<file path="src/rtl/crc_pkg.sv">
// ---------------------------------------------------------------------------
// crc_pkg
// Shared constants for the streaming CRC engine.
// It holds the common generator polynomials (with the implicit top term
// omitted), the FSM state encoding, and the state enum built on that encoding.
// ---------------------------------------------------------------------------
package crc_pkg;

    localparam logic [11:0] CRC12_POLY  = 12'h80F;
    localparam logic [15:0] CRC16_CCITT = 16'h1021;
    localparam logic [31:0] CRC32_POLY  = 32'h04C11DB7;

    localparam logic ST_IDLE  = 1'b0;
    localparam logic ST_ACCUM = 1'b1;

    typedef enum logic {
        IDLE  = ST_IDLE,
        ACCUM = ST_ACCUM
    } crc_state_t;

endpackage

</file>
<file path="src/rtl/crc_step_comb.sv">
// ---------------------------------------------------------------------------
// crc_step_comb
// Combinational fold of one DATA_W-bit beat into a CRC_W-bit CRC.
// The beat is processed MSB first, one chained bit step per data bit.
// Ports:
//   crc_in   in   CRC_W   running CRC before this beat
//   data_in  in   DATA_W  beat to fold in
//   crc_out  out  CRC_W   running CRC after this beat
// ---------------------------------------------------------------------------
module crc_step_comb
    import crc_pkg::*;
#(
    parameter int               CRC_W  = 12,
    parameter logic [CRC_W-1:0] POLY   = CRC12_POLY,
    parameter int               DATA_W = 32
) (
    input  logic [CRC_W-1:0]  crc_in,
    input  logic [DATA_W-1:0] data_in,
    output logic [CRC_W-1:0]  crc_out
);

    always_comb begin
        logic [CRC_W-1:0] crc;
        logic             fb;
        crc = crc_in;
        fb  = 1'b0;
        for (int i = DATA_W - 1; i >= 0; i--) begin
            fb  = crc[CRC_W-1] ^ data_in[i];
            crc = {crc[CRC_W-2:0], 1'b0} ^ (fb ? POLY : '0);
        end
        crc_out = crc;
    end

endmodule

</file>
<file path="src/rtl/crc_stream_engine.sv">
// ---------------------------------------------------------------------------
// crc_stream_engine
// Streaming CRC engine. It folds one DATA_W-bit beat per clock into a running
// CRC and presents one CRC_W-bit result per frame through a one-entry output
// register.
// Optional build macro: CRC_REFLECT_EN. When it is defined, each byte of
// s_data is bit-reversed before it is folded in, and the final CRC is
// bit-reversed before XOR_OUT is applied. This gives the reflected
// (LSB-first) CRC convention.
// Ports:
//   clk        in   1       clock, rising edge
//   rst        in   1       asynchronous active-high reset
//   s_valid    in   1       input beat valid
//   s_ready    out  1       beat can be accepted this cycle
//   s_data     in   DATA_W  input beat, MSB first
//   s_last     in   1       final beat of the frame
//   m_valid    out  1       m_crc holds a finished result
//   m_ready    in   1       downstream consumes the result
//   m_crc      out  CRC_W   finished CRC (after XOR_OUT)
//   busy       out  1       frame partially accumulated
//   frame_cnt  out  CNT_W   results consumed, wrapping
// ---------------------------------------------------------------------------
// state | meaning
// IDLE  | no beat of the current frame accepted yet
// ACCUM | mid-frame, crc_q holds a partial CRC
// ---------------------------------------------------------------------------
module crc_stream_engine
    import crc_pkg::*;
#(
    parameter int               CRC_W   = 12,
    parameter logic [CRC_W-1:0] POLY    = CRC12_POLY,
    parameter logic [CRC_W-1:0] INIT    = '0,
    parameter logic [CRC_W-1:0] XOR_OUT = '0,
    parameter int               DATA_W  = 32,
    parameter int               CNT_W   = 16
) (
    input  logic              clk,
    input  logic              rst,
    input  logic              s_valid,
    output logic              s_ready,
    input  logic [DATA_W-1:0] s_data,
    input  logic              s_last,
    output logic              m_valid,
    input  logic              m_ready,
    output logic [CRC_W-1:0]  m_crc,
    output logic              busy,
    output logic [CNT_W-1:0]  frame_cnt
);

    crc_state_t        state;
    logic [CRC_W-1:0]  crc_q;
    logic [CRC_W-1:0]  step_out;
    logic [CRC_W-1:0]  final_crc;
    logic [DATA_W-1:0] step_data;
    logic              accept;

    // A pending result that is being consumed this cycle frees the register,
    // so a new last beat can land on the same edge without a bubble.
    assign s_ready = !m_valid || m_ready;
    assign accept  = s_valid && s_ready;

`ifdef CRC_REFLECT_EN
    always_comb begin
        step_data = '0;
        for (int b = 0; b < DATA_W / 8; b++) begin
            for (int k = 0; k < 8; k++) begin
                step_data[b*8+k] = s_data[b*8+7-k];
            end
        end
    end

    always_comb begin
        logic [CRC_W-1:0] rev;
        rev = '0;
        for (int k = 0; k < CRC_W; k++) begin
            rev[k] = step_out[CRC_W-1-k];
        end
        final_crc = rev ^ XOR_OUT;
    end
`else
    assign step_data = s_data;
    assign final_crc = step_out ^ XOR_OUT;
`endif

    crc_step_comb #(
        .CRC_W  (CRC_W),
        .POLY   (POLY),
        .DATA_W (DATA_W)
    ) u_step (
        .crc_in  (crc_q),
        .data_in (step_data),
        .crc_out (step_out)
    );

    always_ff @(posedge clk or posedge rst) begin
        if (rst) begin
            state     <= IDLE;
            busy      <= 1'b0;
            crc_q     <= INIT;
            m_valid   <= 1'b0;
            m_crc     <= '0;
            frame_cnt <= '0;
        end else begin
            if (m_valid && m_ready) begin
                frame_cnt <= frame_cnt + 1'b1;
                m_valid   <= 1'b0;
            end

            case (state)
                IDLE: begin
                    if (accept && !s_last) begin
                        state <= ACCUM;
                        busy  <= 1'b1;
                    end
                end
                ACCUM: begin
                    if (accept && s_last) begin
                        state <= IDLE;
                        busy  <= 1'b0;
                    end
                end
                default: begin
                    state <= IDLE;
                    busy  <= 1'b0;
                end
            endcase

            if (accept) begin
                if (s_last) begin
                    // A last beat overrides the clear above on the same edge.
                    m_crc   <= final_crc;
                    m_valid <= 1'b1;
                    crc_q   <= INIT;
                end else begin
                    crc_q   <= step_out;
                end
            end
        end
    end

endmodule

</file>
<file path="config.mk">
export PLATFORM = sky130hd
export DESIGN_NAME = crc_stream_engine
export DESIGN_NICKNAME = d
export VERILOG_FILES = /design/src/rtl/crc_pkg.sv /design/src/rtl/crc_step_comb.sv /design/src/rtl/crc_stream_engine.sv
export SDC_FILE = /design/constraint.sdc
export NUM_CORES = 1
export LEC_CHECK = 0
export BUFFER_PORTS_ARGS = -buffer_cell sky130_fd_sc_hd__buf_2
export CORE_AREA = 5 5 108 85
export CTS_BUF_LIST = sky130_fd_sc_hd__clkbuf_8
export DETAILED_ROUTE_END_ITERATION = 16
export DIE_AREA = 0 0 113 90
export GPL_ROUTABILITY_DRIVEN = 0
export PLACE_DENSITY = 0.55
export SLEW_MARGIN = 20
export SYNTH_ARGS = -nofsm -noshare
export SYNTH_HDL_FRONTEND = slang
export SYNTH_HIERARCHICAL = 1
export SYNTH_SLANG_ARGS = --single-unit
export TNS_END_PERCENT = 50
</file>
<file path="constraint.sdc">
create_clock -name clk -period 3.95 [get_ports clk]
set_clock_uncertainty 0.05 [all_clocks]
set_input_delay 0.395 -clock clk [delete_from_list [all_inputs] [get_ports clk]]
set_output_delay 0.395 -clock clk [all_outputs]
set_load 0.1 [all_outputs]
</file>
==> results of run 1 <==
cells by family (layout without fill, tap and decap cells):
logic type	after synthesis	in the layout	share of synthesized area [%]
xor+xnor	87	87	37.65
simple gates	51	51	10.99
flops	43	43	39.87
compound gates	16	16	3.014
mux	13	13	6.676
buf+inv	7	79	1.344
fa+ha+maj	1	1	0.4635
cell usage after synthesis:
| cell type | count | area, µm² |
|---|---|---|
| buf_6 | 1 | 11.26 |
| inv_1 | 3 | 11.26 |
| nor2_1 | 3 | 11.26 |
| nand3_2 | 3 | 30.03 |
| nand2b_1 | 12 | 75.07 |
| xor3_4 | 1 | 27.53 |
| a31oi_1 | 1 | 6.260 |
| xor3_2 | 1 | 25.02 |
| and4_1 | 3 | 26.28 |
| dfrtp_1 | 43 | 1076 |
| xnor2_1 | 49 | 429.2 |
| xnor2_2 | 1 | 16.27 |
| nand4_1 | 1 | 6.260 |
| xor2_1 | 20 | 175.2 |
| xnor3_4 | 1 | 26.28 |
| nand2_1 | 21 | 78.83 |
| nor3_2 | 1 | 10.01 |
| ha_1 | 1 | 12.51 |
| mux2_2 | 4 | 45.04 |
| nand3_1 | 3 | 15.01 |
| nand2b_2 | 1 | 8.760 |
| mux2_4 | 9 | 135.1 |
| nor3_4 | 1 | 16.27 |
| o21ai_0 | 15 | 75.07 |
| nand4_2 | 1 | 12.51 |
| xor3_1 | 1 | 23.77 |
| buf_2 | 2 | 10.01 |
| xnor3_1 | 13 | 292.8 |
| clkbuf_1 | 1 | 3.750 |
| and3_1 | 1 | 6.260 |
through the flow:
step / instance area, µm² / hold slack [ns] / util [%]
finish: 3247 / 0.1789 / 40.13
global route: 3247 / 0.2312 / 40.13
global placement: 3152 / 0.4062 / 38.95
CTS: 3247 / 0.1960 / 40.13
detailed placement: 3152 / 0.4240 / 38.95
floorplan: 2699 / 0.3998 / -
worst max-delay path: cells and delay by family, from the launching register on:
kind	cells	cell delay, ns
multiplexers	1	0.28
XOR/XNOR	5	1.89
flip-flops	1	0.40
sequential cells by signal (all words and copies together), names as in the netlist, named ones only:
register   count
busy           1
crc_q         12
frame_cnt     16
m_crc         12
m_valid        1
per-layer routing:
metal  wire length, µm  GRT usage, %
met3               275         3.221
met1              2903         17.59
met4                40         2.703
met5                 0             0
met2              2458         16.32
worst max path at each step:
| stage | depth (start not counted) | from | slack, ns | end |
|---|---|---|---|---|
| 2_1_floorplan | 6 | s_data[22] | 1.39 | m_crc[11] |
| 3_3_place_gp | 7 | s_data[25] | 1.17 | m_crc[11] |
| 3_5_place_dp | 7 | s_data[22] | 1.10 | m_crc[0] |
| 4_1_cts | 6 | crc_q[2] | 1.21 | m_crc[0] |
| 5_1_grt | 6 | crc_q[2] | 1.08 | m_crc[0] |
| 6_report | 6 | crc_q[2] | 1.23 | m_crc[0] |
final cells by class:
| type | instances | area [µm²] |
|---|---|---|
| Clock inverter | 2 | 12.51 |
| Sequential cell | 43 | 1076 |
| Clock buffer | 6 | 82.58 |
| Fill cell | 786 | 4845 |
| Multi-Input combinational cell | 168 | 1587 |
| Timing Repair Buffer | 68 | 342.8 |
| Inverter | 3 | 11.26 |
| Tap cell | 108 | 135.1 |
==> flow_summary.json, run 1 <==
{
  "status": "completed",
  "drv_cap": 0,
  "finalSetupViolCount": 0,
  "synth_area_per_cell_um2": 12.38,
  "nets": 327,
  "dieWidth_um": 113,
  "critPathLaunchType": "flip-flop",
  "reg2regPathDepth": 6,
  "ctsResizeCount": 0,
  "drcViolationCount": 0,
  "cts.clk_slew.worst_paths_ns": 0.08,
  "wl_um": 5678,
  "cts_tree": "yes",
  "layout_common_cells": "buf_2 (67), xnor2_1 (49), dfrtp_1 (43)",
  "worstPathRequired_ns": 4.08,
  "cts_setup_buffers": 0,
  "numPortBuffers": 67,
  "routed_via_density": 4.271,
  "yosysWarnings": 6,
  "diodes": 0,
  "dp_slack_ns": 1.096,
  "die_h_um": 90,
  "synth_nets": 256,
  "r2r_setup_slack_ns": 1.23,
  "initial_core_util_pct": 33.35,
  "end_kind": "flip-flop",
  "grt_pass1_vias": 1726,
  "grt_start_max_net_pins": 44,
  "path_max_fanout": 3,
  "layout_commonest_cell": "buf_2",
  "ios": 68,
  "crit_type": "reg -> reg",
  "fp.dieArea_um2": 10170,
  "yosysUniqueCellTypes": 30,
  "slowest_stage": "xor3_2",
  "cpPeakStageDelay_ns": 0.46,
  "cts_buffers": 5,
  "layout_setup_ws_ns": 1.225,
  "maxSlewHeadroom_pct": 48.02,
  "grt_usage_pct": 11.62,
  "vias": 1700,
  "hold_buffers": 0,
  "r2r-start": "crc_q[2]",
  "htree_levels": 2,
  "finalMaxSlewViolations": 0,
  "hp-class": "in -> async",
  "grt_pass1_wl_um": 9356,
  "setup_tns_ns": 0,
  "clkSinkCount": 43,
  "path_cells": "xnor2_1 > xnor2_1 > xnor3_1 > xor3_2 > xnor3_1 > mux2_4",
  "syn2layout_area_growth_pct": 20.31,
  "clk_path_buf_depth": 2,
  "cp.arrival_ns": 2.85,
  "core_region_area_um2": 8092,
  "r2r-end": "m_crc[0]",
  "final_layout_size_suffix_gt1_share_pct": 34.14,
  "drtPass1Iterations": 4,
  "rows": 29,
  "netlist_area_um2": 2699,
  "drt_iter0_drc": 34,
  "ys_seq_area_share_pct": 39.87,
  "grt_overflow": 0,
  "clk_latency_ns": 0.29,
  "rsz0062_at_grt": "no",
  "hold_violations": 0,
  "period_share_pct": 68.98,
  "layoutNonFillerInstCount": 398,
  "antenna_found_initial": 0,
  "dp_cells": 390,
  "cts-root-buf": "clkbuf_8",
  "tightest_slew_ns": 0.7778,
  "syn_inst": 218,
  "hpwl_um": 4544,
  "fmax_mhz": 367.0,
  "ys_ff_latch": 43,
  "fin_crit_ns": 2.725,
  "routedWlPerCell_um": 14.27,
  "antenna_left": 0
}
Power of run 1 is left out: the tool's default activity adds up to more than one toggle a clock period on the data nets, which glitch-free logic cannot reach.
==> run 2: changes to the inputs <==
==> constraint.sdc (replaced) <==
create_clock -name clk -period 2.7 [get_ports clk]
set_clock_uncertainty 0.05 [all_clocks]
set_input_delay 0.27 -clock clk [delete_from_list [all_inputs] [get_ports clk]]
set_output_delay 0.27 -clock clk [all_outputs]
set_load 0.1 [all_outputs]
==> run 2 against run 1 <==
Net effect: final cell count grew 1.8%; wire length grew 4.4%; clock-buffer cell count is the same; register-to-register slack lost 1.1 ns; core utilization grew 0.87 points; non-clock buffer count grew 7; die area is the same; largest cell class unchanged; highest routed layer unchanged.
==> flow_summary.json, run 2 (same netlist as run 1, synthesis figures left out) <==
{
  "worstPathRequired_ns": 2.84,
  "cts_buffers": 5,
  "core_region_area_um2": 8092,
  "routed_via_density": 4.333,
  "dp_slack_ns": 0.07631,
  "fmax_mhz": 391.2,
  "largest_reg_flops": 16,
  "cts_tree": "yes",
  "biggestRegsByFlops": "frame_cnt: 16 flops, crc_q: 12 flops, m_crc: 12 flops",
  "fin_crit_ns": 2.556,
  "numPortBuffers": 67,
  "final_util_pct": 40.99,
  "period_share_pct": 94.67,
  "r2r_setup_slack_ns": 0.14,
  "hpwl_um": 4799,
  "cts.clk_slew.worst_paths_ns": 0.09,
  "top_register": "frame_cnt",
  "fill_cells": 787,
  "path_max_fanout": 3,
  "layout_commonest_cell": "buf_2",
  "drv_cap": 0,
  "finalSetupViolCount": 0,
  "maxSlewHeadroom_pct": 47.30,
  "hp-class": "in -> reg",
  "drcViolationCount": 0,
  "busiest_layer": "met2",
  "layout_common_cells": "buf_2 (67), xnor2_1 (47), dfrtp_1 (43)",
  "gr-usage-met1_pct": 17.66,
  "grtUsageMet2_pct": 17.90,
  "syn2layout_area_growth_pct": 22.90,
  "final_layout_size_suffix_gt1_share_pct": 36.03,
  "tightest_slew_ns": 0.7886,
  "drtPass1Iterations": 4,
  "crit_type": "reg -> reg",
  "rsz0062_at_grt": "no",
  "clk_latency_ns": 0.30,
  "routedWlPerCell_um": 14.64,
  "grt_pass1_wl_um": 9991,
  "finalMaxSlewViolations": 0,
  "wl_um": 5930,
  "htree_levels": 2,
  "hold_depth": 3,
  "drt_iter0_drc": 40,
  "fp.dieArea_um2": 10170,
  "setup_tns_ns": 0,
  "grt_usage_pct": 12.24,
  "initial_core_util_pct": 33.35,
  "cts_setup_buffers": 0,
  "nets": 334,
  "vias": 1755,
  "critPathLaunchType": "flip-flop",
  "layout_setup_ws_ns": 0.1439,
  "dieWidth_um": 113,
  "rows": 29,
  "reg2regPathDepth": 6,
  "cp.arrival_ns": 2.70,
  "grt_pass1_vias": 1889,
  "clkSinkCount": 43,
  "diodes": 0,
  "clk_path_buf_depth": 2,
  "cts-root-buf": "clkbuf_8",
  "ios": 68,
  "grt_start_max_net_pins": 29,
  "antenna_left": 0,
  "status": "completed",
  "use_met3_pct": 3.289,
  "die_h_um": 90,
  "end_kind": "flip-flop",
  "grt_overflow": 0,
  "hold_violations": 0,
  "antenna_found_initial": 0
}
run 2: worst paths after layout:
path | from | endpoint
worst max-delay path | crc_q[6] | m_crc[11]
worst min register to register | flip-flop | flip-flop
worst min-delay path | m_ready | frame_cnt[0]
worst max register to register | crc_q[6] | m_crc[11]
max in group asynchronous | rst | crc_q[9]
min in group asynchronous | rst | crc_q[0]
run 2: worst max-delay path, cell delays in order (launching register included):
cell,delay (ns)
dfrtp_1,0.43
xnor2_2,0.21
xnor2_1,0.18
xnor3_1,0.47
xor3_2,0.45
xor3_1,0.39
mux2_2,0.26
run 2: routing by layer:
metal  up-vias  share of wire (%)
li1        879                  -
met1       834                 49
met2        36                 44
met3         6                5.8
met4         0                1.2
met5         -                  0
run 2: what timing repair did:
| action | 4_1_cts | 5_1_grt |
|---|---|---|
| endpoints found under the setup margin | 0 | 6 |
| hold endpoints to repair | 15 | 0 |
| resized for setup | 0 | 2 |
| hold buffers | 1 | 0 |
run 2: final cells by class:
| class | instances | area (µm²) | area share (%) |
|---|---|---|---|
| clock buffer | 6 | 82.58 | 2.490 |
| clock inverter | 2 | 12.51 | 0.3772 |
| inverter | 3 | 11.26 | 0.3395 |
| tap | 108 | 135.1 | 4.074 |
| sequential | 43 | 1076 | 32.44 |
| timing repair buffer | 75 | 397.9 | 12.00 |
| multi-input combinational | 168 | 1602 | 48.28 |
run 2: per-stage QoR:
step | hold slack, ns | cell area, µm² | cells
final | 0.2409 | 3317 | 405
after global placement | 0.2452 | 3197 | 396
after detailed placement | 0.2406 | 3197 | 396
after CTS | 0.2287 | 3302 | 405
after global routing | 0.2533 | 3317 | 405
after floorplan | 0.3966 | 2699 | 218
Power of run 2 is left out for the same reason.
==> run 3: changes to the inputs <==
--- a/config.mk
+++ b/config.mk
@@ -6,15 +6,14 @@
 export NUM_CORES = 1
 export LEC_CHECK = 0
 export BUFFER_PORTS_ARGS = -buffer_cell sky130_fd_sc_hd__buf_2
-export CORE_AREA = 5 5 108 85
+export CORE_AREA = 5 5 105 82
 export CTS_BUF_LIST = sky130_fd_sc_hd__clkbuf_8
 export DETAILED_ROUTE_END_ITERATION = 16
-export DIE_AREA = 0 0 113 90
+export DIE_AREA = 0 0 110 87
 export GPL_ROUTABILITY_DRIVEN = 0
-export PLACE_DENSITY = 0.55
+export PLACE_DENSITY = 0.56
 export SLEW_MARGIN = 20
 export SYNTH_ARGS = -nofsm -noshare
 export SYNTH_HDL_FRONTEND = slang
-export SYNTH_HIERARCHICAL = 1
 export SYNTH_SLANG_ARGS = --single-unit
 export TNS_END_PERCENT = 50
==> run 3 against run 2 <==
Net effect: worst hold slack got worse by 0.017 ns; die area fell by 5.9%; clock-buffer cell count rose by 1; critical path type unchanged; critical endpoint unchanged; highest routed layer unchanged.
==> flow_summary.json, run 3 <==
{
  "yosysWarnings": 0,
  "hp-class": "in -> reg",
  "grt_pass1_wl_um": 9411,
  "cts_tree": "yes",
  "dieWidth_um": 110,
  "r2r_setup_slack_ns": 0.06,
  "top_register": "frame_cnt",
  "fin_crit_ns": 2.644,
  "die_h_um": 87,
  "yosys.area.top_type": "dfrtp_1",
  "status": "completed",
  "async_flop_share_pct": 100.0,
  "worstSetupStartpoint": "crc_q[2]",
  "crit_type": "reg -> reg",
  "period_share_pct": 97.93,
  "diodes": 0,
  "cts_buffers": 5,
  "largest_reg_flops": 16,
  "cp.arrival_ns": 2.77,
  "setup_tns_ns": 0,
  "fill_cells": 738,
  "rsz0062_at_grt": "yes",
  "drt_iter0_drc": 40,
  "cts.clk_slew.worst_paths_ns": 0.08,
  "grt_overflow": 0,
  "syn_inst": 195,
  "synth.area.top_cells": "dfrtp_1 (43%), xnor2_1 (19%), xnor3_1 (9.8%), xor2_1 (6.2%), mux2_2 (5.8%)",
  "biggestRegsByFlops": "frame_cnt: 16 flops, crc_q: 12 flops, m_crc: 12 flops",
  "vias": 1755,
  "finalSetupViolCount": 0,
  "finalMaxSlewViolations": 0,
  "antenna_found_initial": 0,
  "r2r-start": "crc_q[2]",
  "tightest_slew_ns": 0.7455,
  "core_region_area_um2": 7602,
  "syn2layout_area_growth_pct": 33.83,
  "netlist_area_um2": 2530,
  "hold_violations": 0,
  "initial_core_util_pct": 33.28,
  "layoutNonFillerInstCount": 399,
  "synth_most_common_cell": "xnor2_1",
  "synth_edf_count": 0,
  "routed_via_density": 4.398,
  "hpwl_um": 4692,
  "end_kind": "flip-flop",
  "synth.top_cells.by_count": "xnor2_1 (54), dfrtp_1 (43), xor2_1 (18)",
  "drcViolationCount": 0,
  "synthFlopType": "dfrtp_1",
  "maxSlewHeadroom_pct": 50.16,
  "grt_usage_pct": 13.01,
  "layout_common_cells": "buf_2 (67), xnor2_1 (47), dfrtp_1 (42)",
  "nets": 331,
  "final_layout_size_suffix_gt1_share_pct": 44.90,
  "worstPathRequired_ns": 2.83,
  "cts-root-buf": "clkbuf_8",
  "fmax_mhz": 378.2,
  "placed_area_um2": 3152,
  "clkSinkCount": 43,
  "final_cell_area_um2": 3386,
  "grt_pass1_vias": 1784,
  "reg2regPathDepth": 7,
  "synth_nets": 233,
  "worstSetupEndpoint": "m_crc[11]",
  "critPathLaunchType": "flip-flop",
  "htree_levels": 2,
  "yosysUniqueCellTypes": 23,
  "fp.dieArea_um2": 9570,
  "ys_ff_latch": 43,
  "numPortBuffers": 67,
  "antenna_left": 0,
  "layout_commonest_cell": "buf_2",
  "clk_latency_ns": 0.29,
  "path_max_fanout": 4,
  "drtPass1Iterations": 4,
  "drv_cap": 0,
  "rows": 28,
  "r2r-end": "m_crc[11]",
  "dp_cells": 382,
  "ys_seq_area_share_pct": 42.53,
  "ios": 68,
  "grt_start_max_net_pins": 31,
  "routedWlPerCell_um": 14.64,
  "wl_um": 5840,
  "synth_top_area_share_pct": 42.53,
  "synth_area_per_cell_um2": 12.97,
  "clk_path_buf_depth": 2
}
==> run 3: stage by stage <==
stage | util [%] | setup WS (ns) | hold slack, ns
after global placement | 41.44 | -0.02534 | 0.4036
after CTS | 43.20 | -0.03707 | 0.2156
after detailed placement | 41.46 | -0.09748 | 0.2746
final | 44.54 | 0.05597 | 0.2241
after floorplan | - | 0.0008291 | 0.3855
after global routing | 44.54 | -0.06127 | 0.2397
==> run 3: routing by layer <==
metal / GRT usage [%] / vias up / wire length (µm)
met2: 20.04 / 33 / 2720
met5: 0 / - / 0
met3: 3.632 / 2 / 293
met4: 3.398 / 0 / 34
met1: 18.04 / 863 / 2793
li1: - / 857 / -
==> run 3: worst min-delay path by stage <==
stage               from        to  slack (ns)  cells past startpoint
2_1_floorplan  flip-flop      busy        0.39                      1
4_1_cts          m_ready   m_valid        0.22                      3
3_5_place_dp         rst      busy        0.27                      2
5_1_grt          m_ready   m_valid        0.24                      3
6_report         m_ready   m_valid        0.22                      3
3_3_place_gp         rst  m_crc[2]        0.40                      2
==> run 3: worst max-delay path, cell delays in order, from the launching register on <==
cell	delay, ns
dfrtp_1	0.43
xor2_2	0.26
xor3_1	0.39
xnor3_1	0.40
xnor3_1	0.23
xnor3_2	0.31
xor2_1	0.19
mux2_2	0.27
==> run 3: layout make-up <==
class	instances	area [µm²]	area share (%)
Sequential cell	43	1077	31.82
Timing Repair Buffer	95	548.0	16.19
Clock inverter	1	3.754	0.1109
Multi-Input combinational cell	146	1520	44.90
Inverter	2	8.758	0.2587
Clock buffer	7	96.34	2.846
Tap cell	105	131.4	3.880
==> run 3: kinds of logic (layout without fill, tap and decap cells) <==
family          count (synthesis)  in the layout  synth area share (%)
simple gates                   29             29                 5.490
mux                            13             13                 5.786
fa+ha+maj                       1              1                0.4945
buf+inv                         6            105                0.8901
compound gates                 14             14                 4.748
flops                          43             43                 42.53
xor+xnor                       89             89                 40.06
==> run 3: what timing repair did <==
item / 4_1_cts / 5_1_grt
setup endpoints to repair: 4 / 4
hold buffers: 1 / 0
resized for setup: 1 / 7
hold endpoints to repair: 29 / 0
pin swaps: 3 / 7
buffers inserted: 2 / 6
gates cloned: 0 / 0
Power of run 3 is left out for the same reason.
